`src/rtl/draw_ball.sv`:
```
// Ball overlay stage: forwards the pixel bus one clock late and paints a square ball.
// Ball motion, bounces, miss detection and serve timing advance once per frame.
module draw_ball #(
    parameter int          BALL_SIZE    = 16,
    parameter logic [11:0] BALL_COLOR   = 12'hFFF,
    parameter int          STEP         = 4,
    parameter int          PADDLE_H     = 100,
    parameter int          PADDLE_L_X   = 32,
    parameter int          PADDLE_R_X   = 991,
    parameter int          SERVE_FRAMES = 60
) (
    input  logic        pclk,
    input  logic        rst,
    input  logic [10:0] hcount_in,
    input  logic [10:0] vcount_in,
    input  logic        hsync_in,
    input  logic        vsync_in,
    input  logic        hblnk_in,
    input  logic        vblnk_in,
    input  logic [11:0] rgb_in,
    input  logic        start,
    input  logic [10:0] paddle_l_y,
    input  logic [10:0] paddle_r_y,
    output logic [10:0] hcount_out,
    output logic [10:0] vcount_out,
    output logic        hsync_out,
    output logic        vsync_out,
    output logic        hblnk_out,
    output logic        vblnk_out,
    output logic [11:0] rgb_out,
    output logic [10:0] ball_x,
    output logic [10:0] ball_y,
    output logic        point_l,
    output logic        point_r
);

    localparam logic [11:0] BS     = 12'(BALL_SIZE);
    localparam logic [11:0] ST     = 12'(STEP);
    localparam logic [11:0] PH     = 12'(PADDLE_H);
    localparam logic [11:0] PLX    = 12'(PADDLE_L_X);
    localparam logic [11:0] PRX    = 12'(PADDLE_R_X);
    localparam logic [11:0] X0     = 12'd504;
    localparam logic [11:0] Y0     = 12'd376;
    localparam logic [11:0] Y_MIN  = 12'd1;
    localparam logic [11:0] Y_MAX  = 12'd751;
    localparam logic [11:0] X_EDGE = 12'd1023;
    localparam logic [15:0] CNT_LAST = 16'(SERVE_FRAMES - 1);

    typedef enum logic [1:0] {
        IDLE,
        MOVE,
        SCORED
    } state_t;

    state_t      state;
    logic [11:0] x, y;
    logic        dir_x, dir_y;
    logic [15:0] cnt;
    logic        vblnk_d;
    logic        tick;

    logic [11:0] h, v, pl, pr, right;
    logic [11:0] x_nxt, y_nxt;
    logic        dx_nxt, dy_nxt;
    logic        ovl_l, ovl_r, miss_l, miss_r;
    logic        in_ball;
    logic [11:0] rgb_nxt;

    assign tick   = vblnk_in & ~vblnk_d;
    assign ball_x = x[10:0];
    assign ball_y = y[10:0];

    always_comb begin
        h       = {1'b0, hcount_in};
        v       = {1'b0, vcount_in};
        pl      = {1'b0, paddle_l_y};
        pr      = {1'b0, paddle_r_y};
        right   = x + BS - 12'd1;
        in_ball = (h >= x) && (h <= right) && (v >= y) && (v <= y + BS - 12'd1);
        rgb_nxt = rgb_in;
        if (!hblnk_in && !vblnk_in && state != SCORED && in_ball)
            rgb_nxt = BALL_COLOR;

        ovl_l  = (y + BS > pl) && (y < pl + PH);
        ovl_r  = (y + BS > pr) && (y < pr + PH);
        y_nxt  = y;
        dy_nxt = dir_y;
        x_nxt  = x;
        dx_nxt = dir_x;
        miss_l = 1'b0;
        miss_r = 1'b0;

        if (!dir_y) begin
            if (y <= Y_MIN + ST) begin
                y_nxt  = Y_MIN;
                dy_nxt = 1'b1;
            end else begin
                y_nxt = y - ST;
            end
        end else begin
            if (y >= Y_MAX - ST) begin
                y_nxt  = Y_MAX;
                dy_nxt = 1'b0;
            end else begin
                y_nxt = y + ST;
            end
        end

        // miss_r: right player scores on a left-wall miss, and vice versa
        if (!dir_x) begin
            if (x <= ST) begin
                miss_r = 1'b1;
            end else if (x > PLX && x - ST <= PLX && ovl_l) begin
                x_nxt  = PLX + 12'd1;
                dx_nxt = 1'b1;
            end else begin
                x_nxt = x - ST;
            end
        end else begin
            if (right + ST >= X_EDGE) begin
                miss_l = 1'b1;
            end else if (right < PRX && right + ST >= PRX && ovl_r) begin
                x_nxt  = PRX - BS;
                dx_nxt = 1'b0;
            end else begin
                x_nxt = x + ST;
            end
        end
    end

    always_ff @(posedge pclk) begin
        if (rst) begin
            hcount_out <= '0;
            vcount_out <= '0;
            hsync_out  <= 1'b0;
            vsync_out  <= 1'b0;
            hblnk_out  <= 1'b0;
            vblnk_out  <= 1'b0;
            rgb_out    <= '0;
            point_l    <= 1'b0;
            point_r    <= 1'b0;
            vblnk_d    <= 1'b0;
            x          <= X0;
            y          <= Y0;
            dir_x      <= 1'b1;
            dir_y      <= 1'b1;
            state      <= IDLE;
            cnt        <= '0;
        end else begin
            hcount_out <= hcount_in;
            vcount_out <= vcount_in;
            hsync_out  <= hsync_in;
            vsync_out  <= vsync_in;
            hblnk_out  <= hblnk_in;
            vblnk_out  <= vblnk_in;
            rgb_out    <= rgb_nxt;
            vblnk_d    <= vblnk_in;
            point_l    <= 1'b0;
            point_r    <= 1'b0;
            if (tick) begin
                case (state)
                    IDLE: begin
                        if (start)
                            state <= MOVE;
                    end
                    MOVE: begin
                        if (miss_l || miss_r) begin
                            point_l <= miss_l;
                            point_r <= miss_r;
                            cnt     <= '0;
                            state   <= SCORED;
                        end else begin
                            x     <= x_nxt;
                            y     <= y_nxt;
                            dir_x <= dx_nxt;
                            dir_y <= dy_nxt;
                        end
                    end
                    SCORED: begin
                        // dir_x is frozen from the miss, so flipping it serves toward the scorer
                        if (cnt == CNT_LAST) begin
                            x     <= X0;
                            y     <= Y0;
                            dir_x <= ~dir_x;
                            dir_y <= 1'b1;
                            cnt   <= '0;
                            state <= start ? MOVE : IDLE;
                        end else begin
                            cnt <= cnt + 16'd1;
                        end
                    end
                    default: state <= IDLE;
                endcase
            end
        end
    end

endmodule

```
`config.mk`:
```
export PLATFORM = sky130hd
export DESIGN_NAME = draw_ball
export DESIGN_NICKNAME = d
export VERILOG_FILES = /design/src/rtl/draw_ball.sv
export SDC_FILE = /design/constraint.sdc
export NUM_CORES = 1
export LEC_CHECK = 0
export BUFFER_PORTS_ARGS = -buffer_cell sky130_fd_sc_hd__buf_2
export CAP_MARGIN = 20
export CORE_MARGIN = 2
export CORE_UTILIZATION = 35
export CTS_BUF_LIST = sky130_fd_sc_hd__clkbuf_16
export DETAILED_ROUTE_END_ITERATION = 12
export SYNTH_ARGS = -nofsm -noshare
export SYNTH_HDL_FRONTEND = slang
export SYNTH_SLANG_ARGS = --single-unit
```
`constraint.sdc`:
```
create_clock -name pclk -period 4.1 [get_ports pclk]
set_input_delay 0.41 -clock pclk [delete_from_list [all_inputs] [get_ports pclk]]
set_output_delay 0.41 -clock pclk [all_outputs]
set_load 0.005 [all_outputs]
```
==> flow_summary.yaml <==
worst_setup_path:
  cpMostUsedCell: "a21o_1"
  r2r_setup_slack_ns: 0.31
  start_kind: "register"
  critPathMaxStageDelay_ns: 0.61
  crit_required_ns: 4.37
  critPathMaxFanout: 12
  cp.arrival_ns: 4.07
  crit_path_top_delay_cell: "or4_4"
  end_kind: "register"
  setup.worst_path.class: "reg2reg"
  cp_cell_sequence: "inv_1, ha_1, xor2_1, ha_1, a21o_1, a21o_1, a21o_1, a21o_1, a21o_1, a211oi_1, o2111ai_1, or4_4, o21ai_0"
timing:
  worstMarginPinSlew_ns: 0.813
  finalWorstSetupSlack_ns: 0.306
  layout_min_cycle_time_ns: 3.79
  setup_viol_count_final: 0
  clock_skew_ns: 0.00762
  rsz0062_at_grt: "no"
  setup-tns-final_ns: 0
  max_slew_margin_pct: 45.6
  slew_violations: 0
  hold_viol: 0
  finalCritPeriodShare_pct: 92.5
  worst_hold_slack_ns: 0.269
  fmax_mhz: 264
clocking:
  cts.reportedPaths.clkPinSlew_ns: 0.07
  root_buffer: "clkbuf_16"
  clk_latency_ns: 0.35
  cts_sinks: 84
  h-tree-depth: 3
  postCtsResizedCells: 0
  postCtsHoldBufs: 0
  cts_tree: "built"
  cts_buffers: 9
  cts_setup_buffers: 0
  clock_path_buffers: 2
routing:
  drtAntennaViolNets: 0
  firstDrtPassIters: 5
  finalWirelength_um: 21200
  viasPerCell: 5.48
  wl_per_cell_um: 16.5
  drc: 0
  vias: 7029
  drt_iter0_markers: 548
logic_synthesis:
  ys_seq_elements: 84
  yosysUniqueCellTypes: 77
  yosys.area_share.adder_pct: 18.0
  syn_avg_cell_area_um2: 7.96
  netlist_area_mm2: 0.00730
  synth_top_family_by_area: "compound AO/OA/AOI/OAI gates"
  syn_inst: 917
  async_reset_ff_share_pct: 0
  yosysWarnings: 0
  synth_compound_area_share_pct: 22.5
  synth_nets: 1085
  synth_ff_type: "dfxtp_1"
  synth-simple-area-share_pct: 21.7
  synth-edff-count: 0
  synth_xor_area_share_pct: 5.74
  ys_seq_area_share_pct: 23.0
  synthMuxAreaShare_pct: 0.137
final_layout:
  area_growth_syn_to_layout_pct: 15.0
  multiInputGateArea_mm2: 0.00499
  diodes: 0
  final_cells: 1283
  num-nets-final: 1176
  drive_above_1_share_pct: 18.4
  fill_cells: 2091
  utilization_pct: 41.2
  final_area_mm2: 0.00839
  ff_latch_area_mm2: 0.00168
global_route:
  grt_pass1_wl_um: 34400
  globalRoute.totalOverflow: 0
  grt_pass1_vias: 6699
  grtUsageTotal_pct: 19.4
  antenna_found_initial: 0
  busiest_layer: "met2"
  grt_util_met2_pct: 31.4
  use_met1_pct: 25.5
  grt_use_met3_pct: 4.29
  grt_max_degree: 45
worst_hold_path:
  hold_path.class: "in2reg"
floorplanning:
  die_area_mm2: 0.0220
  io_pins: 125
  num_rows: 52
  chipHeight_um: 148
  start_util_pct: 35.8
  core_region_area_mm2: 0.0204
  die_x_um: 148
power_and_ir_drop:
  leakage_nw: 3.76
  power_density_mw_per_mm2: 249
  irDropWorstVdd_mv: 0.191
  total_power_mw: 2.09
placed_design:
  gp_congestion: 0.912
  dpl.cell_count: 1267
  placed_area_mm2: 0.00804
  pre_cts_ws_ns: 0.193
  port_buffers: 124
  dp.final_hpwl_um: 16700
flow_run:
  cap_violations: 0
run_status:
  status: "complete, no violations"
[cell type report]
| class | instances | area share (%) |
|---|---|---|
| inverter | 73 | 3.27 |
| tap | 270 | 4.03 |
| clock buffer | 9 | 2.68 |
| timing repair buffer | 145 | 9.28 |
| multi-input combinational | 695 | 59.5 |
| sequential | 84 | 20.0 |
| clock inverter | 7 | 1.25 |
[flip-flops by register name, summed over array words and instances (netlist names), 2 cells and up]
signal / flops
cnt: 16
rgb_out: 12
x: 12
y: 12
hcount_out: 11
vcount_out: 11
state: 2
[cells by family (layout without fill, tap and decap cells)]
group	after synthesis	after routing
mux	1	1
compound gates	239	239
flops	84	84
buf+inv	138	234
simple gates	303	303
xor+xnor	47	47
fa+ha+maj	105	105
[placed cells by master (no fill, tap or decap), types with 27 or more instances in the layout]
| master | n |
|---|---|
| ha_1 | 104 |
| nor2b_1 | 37 |
| inv_1 | 70 |
| dfxtp_1 | 84 |
| buf_2 | 124 |
| nor3_1 | 27 |
| o21ai_0 | 59 |
| nand3_1 | 40 |
| xnor2_1 | 36 |
| a21oi_1 | 53 |
| nand2_1 | 53 |
| nor2_1 | 61 |
[synthesized netlist by cell type (6+ instances only)]
library cell / instances / area share, %
a211oi_1: 12 / 1.2
a21o_1: 10 / 1.0
a21oi_1: 53 / 3.6
a31oi_1: 8 / 0.69
and2_1: 7 / 0.60
and3_1: 15 / 1.3
buf_2: 12 / 0.82
buf_4: 24 / 2.5
clkbuf_1: 24 / 1.2
dfxtp_1: 84 / 23
ha_1: 105 / 18
inv_1: 70 / 3.6
nand2_1: 53 / 2.7
nand3_1: 40 / 2.7
nand4_1: 20 / 1.7
nor2_1: 61 / 3.1
nor2b_1: 37 / 3.2
nor3_1: 28 / 1.9
nor3b_1: 6 / 0.62
nor4_1: 12 / 1.0
o2111ai_1: 8 / 0.96
o211ai_1: 13 / 1.3
o21a_1: 11 / 1.1
o21ai_0: 59 / 4.0
or3_1: 7 / 0.60
xnor2_1: 37 / 4.4
xor2_1: 9 / 1.1
[per-layer routing]
metal | up-vias | part of all wire, %
li1 | 3477 | -
met1 | 3247 | 46
met2 | 260 | 46
met3 | 45 | 6.0
met4 | 0 | 2.3
met5 | - | 0
[path summary, 6_finish.rpt]
kind	start	to	cells past startpoint
worst max register to register	y[5]	rgb_out[5]	13
worst min register to register	cnt[15]	cnt[15]	1
worst max-delay path	y[5]	rgb_out[5]	13
worst min-delay path	vsync_in	vsync_out	2
[critical path: cells and delay by family, from the launching register on]
family,cells,cell delay [ns]
compound gates,8,1.54
simple gates,1,0.61
xor+xnor,1,0.19
flops,1,0.51
fa+ha+maj,2,0.70
buf+inv,1,0.19
[report_power, final]
part,internal [mW],switching [mW]
clock network,0.544,0.368
registers,0.839,0.0101
logic,0.146,0.182
total,1.53,0.560
(Power assumes the default switching activity.)
